$ cat src/rtl/fft_pkg.sv
// Shared types and helpers for the 4-point FFT front end.
// Complex words are Q16.16 {re, im}.
package fft_pkg;

    localparam int unsigned FRAC_W = 16;
    localparam int unsigned N_PT   = 4;

    typedef struct packed {
        logic signed [31:0] re;
        logic signed [31:0] im;
    } cplx_t;

    typedef enum logic [1:0] {
        ST_IDLE,
        ST_COOL,
        ST_PEND,
        ST_COOL_PEND
    } issue_state_t;

    function automatic cplx_t to_q16(input logic signed [15:0] sample);
        cplx_t w;
        w.re = {sample, {FRAC_W{1'b0}}};
        w.im = '0;
        return w;
    endfunction

endpackage

$ cat src/rtl/fft4_frame_buffer_if.sv
// Sample-in / frame-out bundle between the audio source, the frame buffer and the FFT stage.
interface fft4_frame_buffer_if #(
    parameter int unsigned SAMPLE_W = 16,
    parameter int unsigned CNT_W    = 16
);
    logic                       i_valid;
    logic signed [SAMPLE_W-1:0] i_sample;
    logic                       i_flush;
    logic                       o_ready;
    logic [63:0]                a_o;
    logic [63:0]                b_o;
    logic [63:0]                c_o;
    logic [63:0]                d_o;
    logic                       o_start;
    logic [CNT_W-1:0]           o_frame_cnt;

    modport master (
        output i_valid, i_sample, i_flush,
        input  o_ready, a_o, b_o, c_o, d_o, o_start, o_frame_cnt
    );

    modport slave (
        input  i_valid, i_sample, i_flush,
        output o_ready, a_o, b_o, c_o, d_o, o_start, o_frame_cnt
    );
endinterface

$ cat src/rtl/fft_sample_window.sv
// 4-deep sliding sample window with fill/hop counting.
// win_next and trigger describe the post-shift state of the coming edge.
module fft_sample_window
    import fft_pkg::*;
#(
    parameter int unsigned HOP      = 4,
    parameter int unsigned SAMPLE_W = 16
) (
    input  logic                       clk,
    input  logic                       rst,
    input  logic                       accept,
    input  logic                       flush,
    input  logic signed [SAMPLE_W-1:0] sample,
    output logic signed [SAMPLE_W-1:0] win_next [N_PT],
    output logic                       trigger
);

    logic signed [SAMPLE_W-1:0] win [N_PT];
    logic [2:0] fill;
    logic [2:0] fill_next;
    logic [2:0] hop;
    logic [2:0] hop_next;

    always_comb begin
        win_next[0] = win[1];
        win_next[1] = win[2];
        win_next[2] = win[3];
        win_next[3] = sample;
        fill_next   = fill;
        hop_next    = hop;
        trigger     = 1'b0;
        if (accept) begin
            // Hop counting only starts once the first full window has been issued.
            if (fill < 3'(N_PT)) begin
                fill_next = fill + 3'd1;
                trigger   = (fill_next == 3'(N_PT));
            end else if (hop == 3'(HOP - 1)) begin
                hop_next = '0;
                trigger  = 1'b1;
            end else begin
                hop_next = hop + 3'd1;
            end
        end
    end

    always_ff @(posedge clk) begin
        if (!rst || flush) begin
            win  <= '{default: '0};
            fill <= '0;
            hop  <= '0;
        end else if (accept) begin
            win  <= win_next;
            fill <= fill_next;
            hop  <= hop_next;
        end
    end

endmodule

$ cat src/rtl/fft4_frame_buffer.sv
// Frame issue control for the FFT stage: one-cycle start pulse, a cooldown cycle
// that freezes the outputs, and a single pending slot that backpressures the source.
module fft4_frame_buffer
    import fft_pkg::*;
#(
    parameter int unsigned HOP      = 4,
    parameter int unsigned SAMPLE_W = 16,
    parameter int unsigned CNT_W    = 16
) (
    input logic                clk,
    input logic                rst,
    fft4_frame_buffer_if.slave bus
);

    issue_state_t state;
    issue_state_t state_next;

    logic accept;
    logic trigger;
    logic ready;
    logic issue_now;
    logic issue_snap;
    logic snap_load;

    logic signed [SAMPLE_W-1:0] win_next [N_PT];
    cplx_t win_q [N_PT];
    cplx_t frame [N_PT];
    cplx_t snap  [N_PT];
    logic [CNT_W-1:0] frame_cnt;

    // Ready depends on state only, keeping accept -> trigger -> next-state loop-free.
    assign ready  = (state == ST_IDLE) || (state == ST_COOL);
    assign accept = bus.i_valid & ready & ~bus.i_flush;

    fft_sample_window #(
        .HOP      (HOP),
        .SAMPLE_W (SAMPLE_W)
    ) u_window (
        .clk      (clk),
        .rst      (rst),
        .accept   (accept),
        .flush    (bus.i_flush),
        .sample   (bus.i_sample),
        .win_next (win_next),
        .trigger  (trigger)
    );

    always_comb begin
        for (int unsigned i = 0; i < N_PT; i++) begin
            win_q[i] = to_q16(16'(win_next[i]));
        end
    end

    always_ff @(posedge clk) begin
        if (!rst) begin
            state <= ST_IDLE;
        end else begin
            state <= state_next;
        end
    end

    always_comb begin
        state_next = state;
        issue_now  = 1'b0;
        issue_snap = 1'b0;
        snap_load  = 1'b0;
        case (state)
            ST_IDLE: begin
                if (trigger) begin
                    issue_now  = 1'b1;
                    state_next = ST_COOL;
                end
            end
            ST_COOL: begin
                snap_load  = trigger;
                state_next = trigger ? ST_PEND : ST_IDLE;
            end
            ST_PEND: begin
                if (bus.i_flush) begin
                    state_next = ST_IDLE;
                end else begin
                    issue_snap = 1'b1;
                    state_next = ST_COOL_PEND;
                end
            end
            ST_COOL_PEND: state_next = ST_IDLE;
            default:      state_next = ST_IDLE;
        endcase
    end

    always_ff @(posedge clk) begin
        if (!rst) begin
            frame     <= '{default: '0};
            snap      <= '{default: '0};
            frame_cnt <= '0;
        end else begin
            if (snap_load) begin
                snap <= win_q;
            end
            if (issue_now) begin
                frame <= win_q;
            end else if (issue_snap) begin
                frame <= snap;
            end
            if (issue_now || issue_snap) begin
                frame_cnt <= frame_cnt + CNT_W'(1);
            end
        end
    end

    assign bus.o_ready     = ready;
    assign bus.o_start     = (state == ST_COOL) || (state == ST_COOL_PEND);
    assign bus.a_o         = frame[0];
    assign bus.b_o         = frame[1];
    assign bus.c_o         = frame[2];
    assign bus.d_o         = frame[3];
    assign bus.o_frame_cnt = frame_cnt;

endmodule

$ cat src/flat_wrapper.sv
// flat-port wrapper written by rule: the top's interface ports become plain ports
module fft4_frame_buffer_flat import fft_pkg::*;
#(
    parameter int unsigned HOP      = 4,
    parameter int unsigned SAMPLE_W = 16,
    parameter int unsigned CNT_W    = 16
)
  (clk, rst, bus_i_valid, bus_i_sample, bus_i_flush, bus_o_ready, bus_a_o, bus_b_o, bus_c_o, bus_d_o, bus_o_start, bus_o_frame_cnt);
  fft4_frame_buffer_if #(.SAMPLE_W(SAMPLE_W), .CNT_W(CNT_W)) bus_i ();
  input logic clk;
  input logic rst;
  input wire logic [$bits(bus_i.i_valid)-1:0] bus_i_valid;
  input wire logic [$bits(bus_i.i_sample)-1:0] bus_i_sample;
  input wire logic [$bits(bus_i.i_flush)-1:0] bus_i_flush;
  output wire logic [$bits(bus_i.o_ready)-1:0] bus_o_ready;
  output wire logic [$bits(bus_i.a_o)-1:0] bus_a_o;
  output wire logic [$bits(bus_i.b_o)-1:0] bus_b_o;
  output wire logic [$bits(bus_i.c_o)-1:0] bus_c_o;
  output wire logic [$bits(bus_i.d_o)-1:0] bus_d_o;
  output wire logic [$bits(bus_i.o_start)-1:0] bus_o_start;
  output wire logic [$bits(bus_i.o_frame_cnt)-1:0] bus_o_frame_cnt;
  assign bus_i.i_valid = bus_i_valid;
  assign bus_i.i_sample = bus_i_sample;
  assign bus_i.i_flush = bus_i_flush;
  assign bus_o_ready = bus_i.o_ready;
  assign bus_a_o = bus_i.a_o;
  assign bus_b_o = bus_i.b_o;
  assign bus_c_o = bus_i.c_o;
  assign bus_d_o = bus_i.d_o;
  assign bus_o_start = bus_i.o_start;
  assign bus_o_frame_cnt = bus_i.o_frame_cnt;
  fft4_frame_buffer #(.HOP(HOP), .SAMPLE_W(SAMPLE_W), .CNT_W(CNT_W)) u_core (.clk(clk), .rst(rst), .bus(bus_i));
endmodule
$ cat config.mk
export PLATFORM = sky130hd
export DESIGN_NAME = fft4_frame_buffer_flat
export DESIGN_NICKNAME = d
export VERILOG_FILES = /design/src/rtl/fft_pkg.sv /design/src/rtl/fft4_frame_buffer_if.sv /design/src/rtl/fft_sample_window.sv /design/src/rtl/fft4_frame_buffer.sv /design/src/flat_wrapper.sv
export SDC_FILE = /design/constraint.sdc
export NUM_CORES = 1
export LEC_CHECK = 0
export ABC_AREA = 1
export CAP_MARGIN = 20
export CORE_AREA = 3 3 158 129
export CTS_CLUSTER_DIAMETER = 200
export DETAILED_ROUTE_END_ITERATION = 16
export DIE_AREA = 0 0 161 132
export PLACE_DENSITY = 0.81
export SYNTH_ARGS = -nofsm -noshare
export SYNTH_HDL_FRONTEND = slang
export SYNTH_HIERARCHICAL = 1
export SYNTH_SLANG_ARGS = --single-unit
$ cat constraint.sdc
create_clock -name clk -period 4.99 [get_ports clk]
set_input_delay 0.998 -clock clk [delete_from_list [all_inputs] [get_ports clk]]
set_output_delay 0.998 -clock clk [all_outputs]
set_load 0.05 [all_outputs]
==> results.toml, run 1 <==
[floorplanning]
fp.dieW_um = 161
dieArea_mm2 = 0.02125
start_util_pct = 50.67
boundaryPins = 294
die_h_um = 132
fp.coreArea_mm2 = 0.01892
rows = 45

[detailed_routing]
initialDrtViolationCount = 842
vias = 7779
wl_mm = 22.73
vias_per_cell = 5.022
drt_pre_antenna_iters = 5
antenna_left = 0
drc = 0
wl_per_cell_um = 14.67

[setup_path]
rr_startpoint = "u_core/state[1]$_SDFFE_PN0P_"
crit_required_ns = 5.33
reg2reg_depth = 11
crit_fanout = 24
crit_chain = "clkdlybuf4s50_1, inv_2, nand2_1, nor2_4, inv_2, nor2_2, nand2_1, o21ai_4, buf_4, buf_4, nand2_4, nand2_4, nand2_2, o31ai_1"
end_kind = "flip-flop"
cp_slowest_cell = "clkdlybuf4s50_1"
crit_path_start_kind = "input port"
crit_arrival_ns = 4.00
r2r_end = "u_core/bus.c_o[57]$_SDFFE_PN0P_"
r2r_setup_slack_ns = 2.23
critPathKind = "in2reg"
critPathMaxStageDelay_ns = 0.51

[clock_tree]
clk_root_buffer_cell = "clkbuf_16"
cts_setup_buffers = 0
ctsResizeCount = 0
numCtsBuffers = 17
cts.sinks = 200
clock_latency_ns = 0.43
clk_pin_slew_ns = 0.07
cts-htree-levels = 4
cts_buffer_depth = 2
cts_tree = "yes"
hold_buffers = 0

[finish]
final_common_cell = "dfxtp_1"
num_antenna_cells = 0
nFillCells = 1746
final_layout_size_suffix_gt1_share_pct = 6.197
syn2layout_area_growth_pct = 8.079
nNetsFinal = 1303
seq_area_mm2 = 0.004004
mostFrequentLayoutCells = "dfxtp_1 (200), conb_1 (192), nand2_1 (168)"
final_util_pct = 54.77
multi_input_area_mm2 = 0.004130

[sta]
setup_viol = 0
period_minus_slack_ns = 3.662
hold_ws_ns = 0.4484
maxSlewHeadroom_pct = 33.80
tightest_slew_ns = 0.9915
finalCritPeriodShare_pct = 73.38
rsz0062_at_grt = "no"
finalMaxSlewViolations = 0
finalHoldViolations = 0
fmax_ghz = 0.2731
tns_ns = 0
skew_ns = 0.009417

[hold_path]
hold_path_class = "reg2reg"
hold_start = "u_core/snap[250]$_SDFFE_PN0P_"
min_to = "u_core/snap[250]$_SDFFE_PN0P_"
hold_depth = 2

[status]
run_status = "finished clean"

[logic_synthesis]
ys_warn_count = 6
synth.avg_cell_area_um2 = 7.725
synth.area.top_cells = "dfxtp_1 (42%), buf_4 (17%), nand2_1 (6.6%)"
synth_top_area_cell = "dfxtp_1"
ys_seq_area_share_pct = 41.76
ys_seq_elements = 200
synthesis.instances = 1241
syn_area_mm2 = 0.009587
synth_top_area_share_pct = 41.76
synth_cell_type_count = 29

[run]
maxCapViolations = 0

[power]
power.switching_w = 0.0009945
power.total_w = 0.003404
pwr-share-seq_pct = 47.1
power_density_mw_per_mm2 = 328.6
power_leakage_nw = 3.852
internal_power_w = 0.002410
switching_share_pct = 29.21
p_clk_share_pct = 40.7
comb_power_share_pct = 12.2
max-vdd-ir-drop_v = 0.0001889

[grt]
grt_pass1_vias = 6934
grt_pass1_wl_mm = 35.81
overflow = 0
grtUsageTotal_pct = 20.28
antenna_found_initial = 0
grt_start_max_net_pins = 89

[place]
gp_congestion = 0.8321
numPortBuffers = 101
hpwl_mm = 14.58
-- cell type report --
| type | count | area share, % |
|---|---|---|
| timing repair buffer | 114 | 10.77 |
| clock inverter | 9 | 1.111 |
| clock buffer | 22 | 4.577 |
| multi-input combinational | 893 | 39.86 |
| tap | 258 | 3.116 |
| sequential | 200 | 38.64 |
| inverter | 53 | 1.920 |
-- metal layers --
| metal | track usage (%) | vias to the layer above | wire [um] |
|---|---|---|---|
| met5 | 0 | - | 0 |
| met1 | 27.99 | 3621 | 9773 |
| met4 | 5.399 | 0 | 227 |
| met2 | 32.14 | 392 | 10770 |
| met3 | 4.648 | 23 | 1955 |
| li1 | - | 3743 | - |
-- worst max path at each step --
stage               cells past startpoint                         endpoint        start  slack [ns]
floorplan                              14  u_core/bus.b_o[48]$_SDFFE_PN0P_  bus_i_flush        1.83
global placement                       15  u_core/bus.b_o[60]$_SDFFE_PN0P_  bus_i_flush        1.05
detailed placement                     14  u_core/bus.b_o[48]$_SDFFE_PN0P_  bus_i_flush        0.95
CTS                                    14  u_core/bus.c_o[57]$_SDFFE_PN0P_  bus_i_flush        1.35
global route                           14  u_core/bus.c_o[55]$_SDFFE_PN0P_  bus_i_flush        1.10
finish                                 14  u_core/bus.c_o[57]$_SDFFE_PN0P_  bus_i_flush        1.33
-- flip-flops by register name (all words and copies together), names as in the netlist --
name and count:
u_core/u_window/win_next 48, u_core/bus.o_frame_cnt 16, u_core/bus.a_o 16, u_core/state 2
u_core/bus.c_o 16, u_core/bus.b_o 16, u_core/bus.d_o 16, u_core/snap 64
u_core/u_window/fill 3, u_core/u_window/hop 3
-- power by group through the flow --
stage          Combinational [W]  Clock [W]  Sequential, W
6_report                0.000414    0.00139        0.00160
5_1_grt                 0.000431    0.00147        0.00160
4_1_cts                 0.000408    0.00140        0.00160
3_5_place_dp            0.000407          0        0.00164
3_3_place_gp            0.000406          0        0.00164
2_1_floorplan           0.000502          0        0.00164
-- critical path, delay by kind of cell --
kind	cells	cell delay, ns
buffers and inverters	5	1.32
AND/OR/NAND/NOR	7	1.25
AO/OA/AOI/OAI	2	0.40
-- through the flow --
step / instances / setup slack, ns / area (um2)
2_1_floorplan: 1432 / 1.826 / 10300
3_5_place_dp: 1518 / 0.9457 / 9772
4_1_cts: 1549 / 1.353 / 10360
3_3_place_gp: 1518 / 1.053 / 9772
5_1_grt: 1549 / 1.096 / 10360
6_report: 1549 / 1.328 / 10360
-- kinds of logic (layout without fill, tap and decap cells) --
group | Yosys count | in the layout | synth area share, %
AOI/OAI and AO/OA | 257 | 257 | 15.04
adders and majority gates | 4 | 4 | 0.5221
buffers and inverters | 339 | 198 | 22.83
DFF | 200 | 200 | 41.76
other | 1 | 192 | 0.03912
and+or+nand+nor | 440 | 440 | 19.81
-- synth_stat cells, drive strengths merged --
master  instances
a21oi         121
inv            52
o21a            1
conb            1
nor2          160
buf           267
o21ai          94
nand2         173
nand4          27
nand3b          1
dfxtp         200
o31ai          15
nand3          79
clkinv          1
clkbuf         19
a31oi          26
ha              4
No activity file was read; power rests on OpenSTA's default activity.
==> run 2: changes to the inputs <==
--- a/config.mk
+++ b/config.mk
@@ -7,11 +7,11 @@
 export LEC_CHECK = 0
 export ABC_AREA = 1
 export CAP_MARGIN = 20
-export CORE_AREA = 3 3 158 129
+export CORE_AREA = 3 3 164 134
 export CTS_CLUSTER_DIAMETER = 200
 export DETAILED_ROUTE_END_ITERATION = 16
-export DIE_AREA = 0 0 161 132
-export PLACE_DENSITY = 0.81
+export DIE_AREA = 0 0 167 137
+export PLACE_DENSITY = 0.76
 export SYNTH_ARGS = -nofsm -noshare
 export SYNTH_HDL_FRONTEND = slang
 export SYNTH_HIERARCHICAL = 1
==> constraint.sdc (replaced) <==
create_clock -name clk -period 3.6 [get_ports clk]
set_input_delay 0.72 -clock clk [delete_from_list [all_inputs] [get_ports clk]]
set_output_delay 0.72 -clock clk [all_outputs]
set_load 0.05 [all_outputs]
==> run 2 against run 1 <==
Net effect:
- first-iteration DRC count up 3.1%
- worst setup slack worse by 0.77 ns
- cell count up 0.97%
- clock-buffer cell count down 2
- non-clock buffer count up 4
- largest cell class unchanged
==> results.toml, run 2 (synthesis results as in run 1) <==
[clock_tree]
cts_tree = "yes"
cts.sinks = 200
cts_buffer_depth = 2
hold_buffers = 0
clock_latency_ns = 0.44
ctsResizeCount = 0
numCtsBuffers = 17
clk_pin_slew_ns = 0.07
clk_root_buffer_cell = "clkbuf_16"
cts_setup_buffers = 0
cts-htree-levels = 4

[setup_path]
critPathKind = "in2reg"
reg2reg_depth = 10
critPathTopFamily = "simple AND/OR/NAND/NOR gates"
crit_arrival_ns = 3.37
crit_fanout = 25
crit_chain = "clkdlybuf4s50_1, inv_2, nand2_1, nor2_4, nand2_1, o21ai_4, inv_1, nand2_1, nand2_2, nor2_1, nand3_1, nand2_1, nor2_1"
critPathMaxStageDelay_ns = 0.54
crit_path_start_kind = "input port"
crit_required_ns = 3.93
end_kind = "flip-flop"
crit_top_cell = "nand2_1"
worst-path-stages = 13
cp_slowest_cell = "o21ai_4"
path_buf_inv = 3

[detailed_routing]
drc = 0
wl_per_cell_um = 14.71
initialDrtViolationCount = 868
vias_per_cell = 4.954
drt_pre_antenna_iters = 6
vias = 7748
antenna_left = 0
wl_mm = 23.01

[grt]
antenna_found_initial = 0
grt_start_max_net_pins = 63
overflow = 0
grt_pass1_vias = 6932
grt_pass1_wl_mm = 35.70
grtUsageTotal_pct = 19.09

[power]
power.switching_w = 0.001369
switching_share_pct = 28.77
power_density_mw_per_mm2 = 455.5
max-vdd-ir-drop_v = 0.0002073
power_leakage_nw = 3.880
comb_power_share_pct = 12.2
p_clk_share_pct = 41.1
internal_power_w = 0.003388
pwr-share-seq_pct = 46.7

[sta]
period_minus_slack_ns = 3.038
maxSlewHeadroom_pct = 33.88
finalCritPeriodShare_pct = 84.39
setup_viol = 0
skew_ns = 0.01008
finalMaxSlewViolations = 0
tightest_slew_ns = 0.9903
tns_ns = 0
rsz0062_at_grt = "no"
fin_ws_ns = 0.5620
finalHoldViolations = 0
fmax_ghz = 0.3292

[finish]
top_register = "u_core/snap"
nNetsFinal = 1307
design_area_mm2 = 0.01044
mostFrequentLayoutCells = "dfxtp_1 (200), conb_1 (192), nand2_1 (168)"
nFillCells = 2009
syn2layout_area_growth_pct = 8.927
num_antenna_cells = 0
final_layout_size_suffix_gt1_share_pct = 6.564
final_common_cell = "dfxtp_1"
largest_register_ffs = 64

[place]
numPortBuffers = 101
dpl_cell_area_mm2 = 0.009841
pre_cts_slack_ns = 0.1788
gp_congestion = 0.8362
hpwl_mm = 15.16

[floorplanning]
die_h_um = 137
start_util_pct = 46.71
boundaryPins = 294
dieArea_mm2 = 0.02288
fp.coreArea_mm2 = 0.02052
rows = 47
fp.dieW_um = 167

[run]
maxCapViolations = 0

[hold_path]
hold_path_class = "reg2reg"
hold_depth = 2

[status]
run_status = "finished clean"
==> run 2: cell count changes in the layout (fill, tap and decap cells not counted), sizes merged <==
cell,previous run,this run
buf,14,18
clkbuf,22,20
clkinvlp,1,3
bufinv,2,3
clkinv,5,4
==> run 2: metrics by stage <==
stage               std cells  utilization, %  hold WS, ns  total power [W]
global placement         1533           47.95       0.4288         0.002842
CTS                      1564           50.88       0.4475         0.004775
detailed placement       1533           47.95       0.4376         0.002844
finish                   1564           50.88       0.4450         0.004757
global route             1564           50.88       0.4690         0.004903
floorplan                1432               -       0.4190         0.002967
==> run 2: cell type report <==
cell class | count | area (um2) | area share (%)
repair buffers | 118 | 1171 | 11.21
flip-flops and latches | 200 | 4004 | 38.34
clock buffers | 20 | 456.7 | 4.373
well taps | 269 | 336.6 | 3.223
multi-input cells | 893 | 4130 | 39.55
clock inverters | 11 | 145.1 | 1.390
inverters | 53 | 198.9 | 1.905
==> run 2: path summary, 6_finish.rpt <==
check | to | slack (ns) | startpoint
setup / recovery | u_core/bus.o_frame_cnt[15]$_SDFFE_PN0P_ | 0.56 | bus_i_flush
hold / removal | u_core/snap[241]$_SDFFE_PN0P_ | 0.44 | u_core/snap[241]$_SDFFE_PN0P_
setup reg to reg | u_core/bus.o_frame_cnt[15]$_SDFFE_PN0P_ | 0.84 | u_core/state[1]$_SDFFE_PN0P_
hold reg to reg | u_core/snap[241]$_SDFFE_PN0P_ | 0.44 | u_core/snap[241]$_SDFFE_PN0P_
==> run 2: per-layer routing <==
layer  vias up  GRT usage, %  part of all wire (%)
li1       3751             -                     -
met1      3642         25.62                    44
met2       329         30.07                    46
met3        26         5.573                   8.4
met4         0         5.589                   1.3
met5         -             0                     0
==> run 2: power groups by stage <==
stage                     Combinational (W)  Clock, W  Sequential [W]
after global placement             0.000569         0         0.00227
after CTS                          0.000571   0.00198         0.00222
after detailed placement           0.000571         0         0.00227
after floorplan                    0.000695         0         0.00227
final                              0.000578   0.00196         0.00222
after global routing               0.000605   0.00207         0.00222
==> run 2: worst reg2reg max path, cell delays in order (launching register included) <==
cell	delay [ns]
dfxtp_1	0.55
nor2_4	0.26
nand2_1	0.13
o21ai_4	0.54
inv_1	0.09
nand2_1	0.10
nand2_2	0.36
nor2_1	0.39
nand3_1	0.13
nand2_1	0.08
nor2_1	0.04
==> run 3: changes to the inputs <==
--- a/config.mk
+++ b/config.mk
@@ -7,11 +7,11 @@
 export LEC_CHECK = 0
 export ABC_AREA = 1
 export CAP_MARGIN = 20
-export CORE_AREA = 3 3 164 134
+export CORE_AREA = 3 3 171 140
 export CTS_CLUSTER_DIAMETER = 200
 export DETAILED_ROUTE_END_ITERATION = 16
-export DIE_AREA = 0 0 167 137
-export PLACE_DENSITY = 0.76
+export DIE_AREA = 0 0 174 143
+export PLACE_DENSITY = 0.73
 export SYNTH_ARGS = -nofsm -noshare
 export SYNTH_HDL_FRONTEND = slang
 export SYNTH_HIERARCHICAL = 1
==> constraint.sdc (replaced) <==
create_clock -name clk -period 2.65 [get_ports clk]
set_input_delay 0.53 -clock clk [delete_from_list [all_inputs] [get_ports clk]]
set_output_delay 0.53 -clock clk [all_outputs]
set_load 0.05 [all_outputs]
==> run 3 against run 2 <==
Net effect:
- first-iteration DRC count fell by 39%
- sequential power up 36%
- clock-buffer cell count grew 2
- clock skew is 0.00075 ns lower
- worst hold slack lost 0.0012 ns
- sequential share of layout area shrank 0.81 points
- combinational power increased by 37%
- non-clock buffer count is 19 higher
- via count increased by 0.21%
- critical path type is now reg2out
- largest cell class unchanged
==> results.toml, run 3 (synthesis results as in run 1) <==
[power]
power_density_mw_per_mm2 = 610.3
max-vdd-ir-drop_v = 0.0003786
power_leakage_nw = 3.995

[setup_path]
critPathTopFamily = "buffers and inverters"
crit_chain = "clkdlybuf4s50_1"
critPathMaxStageDelay_ns = 0.90
cp_slowest_cell = "clkdlybuf4s50_1"
end_kind = "output pin"
path_buf_inv = 1
crit_path_start_kind = "flip-flop"
crit_required_ns = 2.12
crit_arrival_ns = 1.93
crit_fanout = 5
critPathKind = "reg2out"

[grt]
overflow = 0
grt_pass1_wl_mm = 36.28
antenna_found_initial = 0
grt_start_max_net_pins = 50
grt_pass1_vias = 6988
grtUsageTotal_pct = 17.93

[place]
numPortBuffers = 101
hpwl_mm = 15.73
gp_congestion = 0.8180
dp_cells = 1589
pre_cts_slack_ns = 0.03314

[finish]
final_util_pct = 47.80
final_layout_size_suffix_gt1_share_pct = 7.985
multi_input_area_mm2 = 0.004130
nNetsFinal = 1326
nFillCells = 2162
mostFrequentLayoutCells = "dfxtp_1 (200), conb_1 (192), nand2_1 (168)"
instances_no_fill = 1621
largest_register_ffs = 64
num_antenna_cells = 0
top_register = "u_core/snap"
syn2layout_area_growth_pct = 11.26
seq_area_mm2 = 0.004004
final_common_cell = "dfxtp_1"

[sta]
finalHoldViolations = 0
maxSlewHeadroom_pct = 55.74
period_minus_slack_ns = 2.456
fin_ws_ns = 0.1941
rsz0062_at_grt = "no"
setup_viol = 0
tightest_slew_ns = 0.6618
finalCritPeriodShare_pct = 92.67
fmax_ghz = 0.4072
skew_ns = 0.009336
tns_ns = 0
finalMaxSlewViolations = 0

[run]
maxCapViolations = 0

[detailed_routing]
vias = 7764
initialDrtViolationCount = 532
top_layer = "met4"
wl_mm = 23.08
vias_per_cell = 4.790
wl_met1_mm = 10.23
drt_pre_antenna_iters = 6
drc = 0
antenna_left = 0
wl_met2_mm = 10.73
wl_per_cell_um = 14.24
wl_met3_mm = 1.603

[clock_tree]
clk_root_buffer_cell = "clkbuf_16"
cts-htree-levels = 4
clk_pin_slew_ns = 0.07
clock_latency_ns = 0.43
hold_buffers = 0
ctsResizeCount = 0
cts_buffer_depth = 2
cts.sinks = 200
cts_setup_buffers = 0
numCtsBuffers = 17
cts_tree = "yes"

[floorplanning]
start_util_pct = 42.96
fp.coreArea_mm2 = 0.02232
rows = 49
die_h_um = 143
dieArea_mm2 = 0.02488
fp.dieW_um = 174
boundaryPins = 294

[status]
run_status = "finished clean"

[hold_path]
hold_path_class = "reg2reg"
==> run 3: report_power, final <==
part	internal [W]	switching (W)	total (W)
combinational	0.0000623	0.000727	0.000790
sequential	0.00301	0.00000934	0.00302
clock	0.00157	0.00113	0.00270
total	0.00464	0.00187	0.00651
==> run 3: final timing paths <==
check	start	slack [ns]	depth (start not counted)	to
setup / recovery	u_core/state[0]$_SDFFE_PN0P_	0.19	1	bus_o_start
hold / removal	u_core/u_window/hop[2]$_SDFFE_PP0P_	0.44	2	u_core/u_window/hop[2]$_SDFFE_PP0P_
hold reg to reg	u_core/u_window/hop[2]$_SDFFE_PP0P_	0.44	2	u_core/u_window/hop[2]$_SDFFE_PP0P_
setup reg to reg	u_core/u_window/fill[2]$_SDFFE_PP0P_	0.78	10	u_core/bus.d_o[52]$_SDFFE_PN0P_
==> run 3: layer usage <==
layer,up-vias,track usage (%)
met3,35,3.881
met4,0,6.937
li1,3797,-
met2,314,28.71
met1,3618,23.86
met5,-,0
==> run 3: layout make-up <==
class                      count  area share, %
timing repair buffer         137          12.53
multi-input combinational    893          38.72
clock inverter                10          1.314
sequential                   200          37.54
inverter                      53          1.865
clock buffer                  22          4.446
tap                          306          3.589
==> run 3: through the flow <==
stage                     hold WS [ns]  power, W  instance area [um2]
final                           0.4438  0.006510                10670
after detailed placement        0.4323  0.003867                10050
after CTS                       0.4434  0.006545                10670
after global placement          0.4292  0.003866                10050
after global routing            0.4647  0.006720                10670
after floorplan                 0.4190  0.004031                10300
==> run 3: worst min-delay path, cell delays in order, from the launching register on <==
cell and delay, ns:
dfxtp_1 0.31, nand2_1 0.06, a21oi_1 0.03
